===== src/rtl/add_serial_param.sv =====
`default_nettype none
// +----------------------------------------------------------------------------+
// | Module      : add_serial_param                                             |
// | Description : Digit-serial adder/subtractor. Two WIDTH-bit operands are    |
// |               consumed LSB-first, DIGIT bits per clock, behind a           |
// |               start/busy/done handshake. Produces the full-width result,   |
// |               unsigned carry-out and signed overflow.                      |
// | Options     : ADD_SERIAL_PARAM_SUB_EN - when defined the sub input selects |
// |               A - B; otherwise sub is ignored and only A + B is built.     |
// | Revision    : 1.0 - initial release                                        |
// +----------------------------------------------------------------------------+
module add_serial_param #(
  parameter int WIDTH = 16,
  parameter int DIGIT = 1
) (
  input  logic             clk,
  input  logic             rst,
  input  logic             start,
  input  logic [WIDTH-1:0] a,
  input  logic [WIDTH-1:0] b,
  input  logic             sub,
  output logic             busy,
  output logic             done,
  output logic [WIDTH-1:0] sum,
  output logic             cout,
  output logic             ovf
);

  localparam int C_N  = WIDTH / DIGIT;
  localparam int C_CW = (C_N > 1) ? $clog2(C_N) : 1;
  localparam logic [C_CW-1:0] C_LAST = C_CW'(C_N - 1);

  typedef enum logic [1:0] {
    S_IDLE = 2'd0,
    S_ADD  = 2'd1,
    S_DONE = 2'd2
  } state_t;

  state_t r_state;
  state_t w_state_nxt;

  logic [WIDTH-1:0] r_a;
  logic [WIDTH-1:0] r_b;
  logic [WIDTH-1:0] r_sum;
  logic             r_carry;
  logic             r_cout;
  logic             r_ovf;
  logic [C_CW-1:0]  r_count;

  logic [WIDTH-1:0] w_b_load;
  logic             w_cin;
  logic [DIGIT:0]   w_dsum;
  logic             w_msb_cin;
  logic [WIDTH-1:0] w_digit_top;
  logic             w_accept;
  logic             w_last;

`ifdef ADD_SERIAL_PARAM_SUB_EN
  // Subtraction is A + ~B + 1: invert B at capture and seed the carry with 1.
  assign w_b_load = sub ? ~b : b;
  assign w_cin    = sub;
`else
  logic w_unused_sub;
  assign w_unused_sub = sub;
  assign w_b_load     = b;
  assign w_cin        = 1'b0;
`endif

  // One digit of the addition; the extra top bit is the digit carry-out.
  assign w_dsum = {1'b0, r_a[DIGIT-1:0]} + {1'b0, r_b[DIGIT-1:0]} + {{DIGIT{1'b0}}, r_carry};

  // Carry into the digit's top bit, recovered from that bit's sum; on the
  // final digit this is the carry into the result MSB.
  assign w_msb_cin = r_a[DIGIT-1] ^ r_b[DIGIT-1] ^ w_dsum[DIGIT-1];

  // New digit positioned at the top of the result register.
  assign w_digit_top = WIDTH'(w_dsum[DIGIT-1:0]) << (WIDTH - DIGIT);

  assign w_accept = (r_state == S_IDLE) && start;
  assign w_last   = (r_state == S_ADD) && (r_count == C_LAST);

  assign sum  = r_sum;
  assign cout = r_cout;
  assign ovf  = r_ovf;

  // State register.
  always_ff @(posedge clk or posedge rst) begin
    if (rst) begin
      r_state <= S_IDLE;
    end else begin
      r_state <= w_state_nxt;
    end
  end

  // Next-state and handshake outputs; unused encoding falls back to IDLE.
  always_comb begin
    w_state_nxt = S_IDLE;
    busy        = 1'b0;
    done        = 1'b0;
    case (r_state)
      S_IDLE: begin
        w_state_nxt = start ? S_ADD : S_IDLE;
      end
      S_ADD: begin
        busy        = 1'b1;
        w_state_nxt = (r_count == C_LAST) ? S_DONE : S_ADD;
      end
      S_DONE: begin
        busy        = 1'b1;
        done        = 1'b1;
        w_state_nxt = S_IDLE;
      end
      default: begin
        w_state_nxt = S_IDLE;
      end
    endcase
  end

  // Operand capture on acceptance, then one digit per ADD cycle.
  always_ff @(posedge clk or posedge rst) begin
    if (rst) begin
      r_a     <= '0;
      r_b     <= '0;
      r_sum   <= '0;
      r_carry <= 1'b0;
      r_count <= '0;
      r_cout  <= 1'b0;
      r_ovf   <= 1'b0;
    end else if (w_accept) begin
      r_a     <= a;
      r_b     <= w_b_load;
      r_carry <= w_cin;
      r_sum   <= '0;
      r_count <= '0;
      r_cout  <= 1'b0;
      r_ovf   <= 1'b0;
    end else if (r_state == S_ADD) begin
      r_a     <= r_a >> DIGIT;
      r_b     <= r_b >> DIGIT;
      r_sum   <= (r_sum >> DIGIT) | w_digit_top;
      r_carry <= w_dsum[DIGIT];
      r_count <= r_count + C_CW'(1);
      if (w_last) begin
        r_cout <= w_dsum[DIGIT];
        r_ovf  <= w_msb_cin ^ w_dsum[DIGIT];
      end
    end
  end

endmodule
`default_nettype wire


===== config.mk =====
export PLATFORM = sky130hd
export DESIGN_NAME = add_serial_param
export DESIGN_NICKNAME = d
export VERILOG_FILES = /design/src/rtl/add_serial_param.sv
export SDC_FILE = /design/constraint.sdc
export NUM_CORES = 1
export LEC_CHECK = 0
export BUFFER_PORTS_ARGS = -buffer_cell sky130_fd_sc_hd__buf_2
export CAP_MARGIN = 20
export CORE_ASPECT_RATIO = 1.1
export CORE_MARGIN = 5
export CORE_UTILIZATION = 58
export CTS_CLUSTER_DIAMETER = 150
export DETAILED_ROUTE_END_ITERATION = 8
export MAX_ROUTING_LAYER = met4
export PLACE_DENSITY = 0.89
export SLEW_MARGIN = 20
export SYNTH_ARGS = -nofsm -noshare
export SYNTH_HDL_FRONTEND = slang
export SYNTH_SLANG_ARGS = --single-unit

===== constraint.sdc =====
create_clock -name clk -period 3.6 [get_ports clk]
set_input_delay 0.36 -clock clk [delete_from_list [all_inputs] [get_ports clk]]
set_output_delay 0.36 -clock clk [all_outputs]
set_load 0.01 [all_outputs]

==> impl.org <==
** Run status
- Result of the run :: finished clean

** Power and ir drop
- For this design the total switching power over the nets is 961 uW.
- IR analysis of the VDD net gives a maximum drop of 0.504 mV.
- Portion of total power attributed to sequential cells :: 0.401
- Lkg Pwr :: 1.71 nW
- Internal power :: 1.78 mW
- Of the total power, the share spent switching nets is 0.351.
- Power Dens Cells :: 893 mW/mm^2
- The share of total power dissipated in the clock network is 0.221.
- Fraction of power consumed by combinational cells :: 0.378
- Total power for the finished layout comes to 2.74 mW.

** Setup path
- The worst setup path is launched from a flip-flop.
- The worst register-to-register path begins at r_state[1].
- The worst setup path is captured at a flip-flop.
- Crit Path Category :: reg -> reg
- Critical Path Source :: r_state[1]
- The worst register-to-register path has a setup slack of 1.73 ns.
- Of all nets on the critical path, the largest fanout is 35.
- Data arrival at the endpoint of the critical path :: 2.05 ns
- WP data required :: 3.79 ns

** Final layout
- The area growth from synthesis to layout is 19.2%.
- Final non-filler cell area :: 0.00307 sq mm
- Post-layout util :: 0.716
- At the end of the flow, the number of nets in the layout was 327.
- Layout Cells excl Fill :: 345
- Final antenna diode count :: 0
- In the final layout, the share of cells above drive strength 1 is 0.265.

** Placed design
- Buffers on Ports :: 54
- Placed instance area :: 0.00286 sq mm
- OpenSTA, run right after detailed placement, puts the worst setup slack at 1.73 ns.
- Placed Cells :: 329
- Global placer's final weighted congestion :: 0.729
- Placed wire-length estimate after detailed placement :: 3370 microns

** Die
- The core region is 0.00429 sq mm.
- For this configuration, the core starts out at a cell density of 0.601.
- Cell row count :: 25
- In this run the vertical extent of the chip is 79.9 microns.
- Area of the die :: 0.00587 sq mm
- The die is 73.5 microns wide.
- In this run the count of I/O pins placed on the die edge is 56.

** STA
- Fin crit share :: 0.518
- RSZ-0062 raised after global routing :: false
- Post-route setup slack :: 1.73 ns
- Number of endpoints failing setup at the final stage :: 0
- Worst Tran Pin Value :: 0.657 ns
- Max-slew headroom at the worst pin :: 0.562
- Worst hold slack across all endpoints :: 0.0617 ns
- Top achievable clock speed :: 536 MHz
- The count of pins over their slew limit is 0.
- Across the routed clock network, the largest skew measured is 0.00854 ns.
- Number of hold violations in the final report :: 0
- Subtracting the final worst setup slack from the clock period gives 1.87 ns.
- Adding up every negative setup slack in the final design gives 0 ns.

** Yosys
- The average instance in the mapped netlist occupies 11.0 sq um.
- Mux share of post-synthesis cell area :: 0.191
- Synthesized flop and latch total :: 57
- The share of the Yosys chip area taken by registers is 0.554.
- Counting every net in the synthesized netlist gives 274.
- Yosys printed 0 warnings.
- EDFF count, synth :: 0
- Of the total synthesized cell area, the portion taken by XOR and XNOR cells is 0.0204.
- After synthesis, the largest family of logic cells by area is multiplexers.
- Area fraction in and, or, nand and nor cells after synthesis :: 0.0967
- Among all flip-flop cells after synthesis, the most frequent one is dfrtp_1.
- Share of the synthesized area in compound gates (AO/OA/AOI/OAI) :: 0.0700
- Synthesis produced a netlist whose cell count is 233.
- In this run the cell area of the synthesized design comes to 0.00257 sq mm.
- Number of distinct library cells after synthesis :: 20
- Synthesized-area fraction occupied by adder cells :: 0.0272
- Share of async-settable or async-resettable flops after synthesis :: 1.00

** Drt
- Once detail routing completed, the nets flagged for antenna violations numbered 0.
- Post-detailed-route DRC marker count :: 0
- The first detailed-routing pass took 4 iterations.
- The first routing iteration left 60 violations.
- Final Routed Wirelength :: 4760 microns
- Overall via count from detail_route :: 1824
- Average wire per standard cell :: 13.8 microns
- Drt via density :: 5.29

** Clock tree
- Clk root buf :: clkbuf_8
- For this design, the CTS-stage hold fixing added 0 buffers.
- For this design, the sink count on the clock tree is 57.
- CTS clock-pin slew for the worst setup and hold paths :: 0.06 ns
- The later pin in the worst-skew pair is clocked with a latency of 0.32 ns.
- No sink is reached through more buffers than the 2 on the longest clock path.
- Post-CTS timing repair inserted 0 buffers for setup.
- After clock tree synthesis, the repair step resized 0 gates.
- CTS buffer count :: 9
- CTS built an H-tree with a depth of 3.
- TritonCTS built the clock tree.

** GRT
- Entering global routing, the biggest net connects 37 pins.
- The first global-routing pass estimated 8070 microns of wire.
- For this run the aggregate overflow at the end of global routing stands at 0.
- Tot GR Track Use :: 0.185
- The via count of the first global-routing pass was 1816.
- Initial antenna violation count :: 0

** Run
- Across the run, the number of max-cap violations was 0.

** Worst hold path
- Type of the worst min-delay path :: in -> async
## registers in the layout, indices dropped and copies added, names as in the netlist
| name | flops |
|---|---|
| r_a | 16 |
| cout | 1 |
| r_b | 16 |
| sum | 16 |
| r_count | 4 |
| r_carry | 1 |
| ovf | 1 |
| r_state | 2 |
## cell type report
class | count | area, sq um
sequential | 57 | 1430
fill | 311 | 1220
multi-input combinational | 156 | 1050
timing repair buffer | 59 | 308
clock buffer | 14 | 173
tap | 54 | 67.6
clock inverter | 2 | 35.0
inverter | 3 | 11.3
## power groups by stage
stage | Clock [mW] | Combinational (mW) | Sequential, mW
2_1_floorplan | 0 | 0.787 | 1.11
3_5_place_dp | 0 | 1.05 | 1.11
4_1_cts | 0.615 | 1.05 | 1.10
5_1_grt | 0.647 | 1.16 | 1.14
6_report | 0.605 | 1.04 | 1.10
3_3_place_gp | 0 | 0.993 | 1.09
## cells by family (layout without fill, tap and decap cells)
group           after synthesis  in the layout
compound gates               34             34
xor+xnor                      6              6
fa+ha+maj                     5              5
buf+inv                      20             78
flops                        57             57
mux                          49             49
simple gates                 62             62
## critical path: stages (launching register included)
cell     delay (ns)
dfrtp_1        0.38
inv_1          0.08
ha_2           0.18
buf_4          0.45
and4_1         0.39
mux2i_1        0.20
nor2_1         0.05
## cell usage after synthesis (2+ instances only)
master,number,area share
ha_1,4,0.019
xnor2_1,4,0.014
dfrtp_1,57,0.55
mux2i_1,49,0.19
xor2_1,2,0.0068
buf_4,6,0.017
nand2b_1,2,0.0049
nor2_1,23,0.034
buf_2,6,0.012
nand2_1,33,0.048
o21ai_0,32,0.062
clkbuf_1,5,0.0073
inv_1,3,0.0044
## final timing paths
kind | endpoint | cells after the start
max in group asynchronous | r_state[0] | 3
worst max register to register | cout | 6
worst min register to register | cout | 2
min in group clk | r_b[12] | 3
worst min-delay path | r_b[9] | 2
worst max-delay path | cout | 6
## cells in the final DEF (no fill, tap or decap)
master and instances:
a211oi_2 1, a21o_1 1, and2_2 1, and4_1 1, buf_2 54, buf_4 5, bufinv_16 1, clkbuf_1 2
clkbuf_8 12, clkinv_2 1, dfrtp_1 57, fa_1 1, ha_1 3, ha_2 1, inv_1 2, inv_2 1
mux2i_1 49, nand2_1 33, nand2b_1 2, nand3_1 1, nand4_1 1, nor2_1 23, o21ai_0 32, xnor2_1 4
xor2_1 2
## metal layers
layer | vias up | GRT usage | part of all wire | wire (microns)
li1 | 887 | - | - | -
met1 | 886 | 0.230 | 0.44 | 2080
met2 | 43 | 0.289 | 0.50 | 2380
met3 | 8 | 0.0340 | 0.046 | 221
met4 | 0 | 0.0906 | 0.016 | 78
met5 | - | - | 0 | 0
No activity file was read; power rests on OpenSTA's default activity.
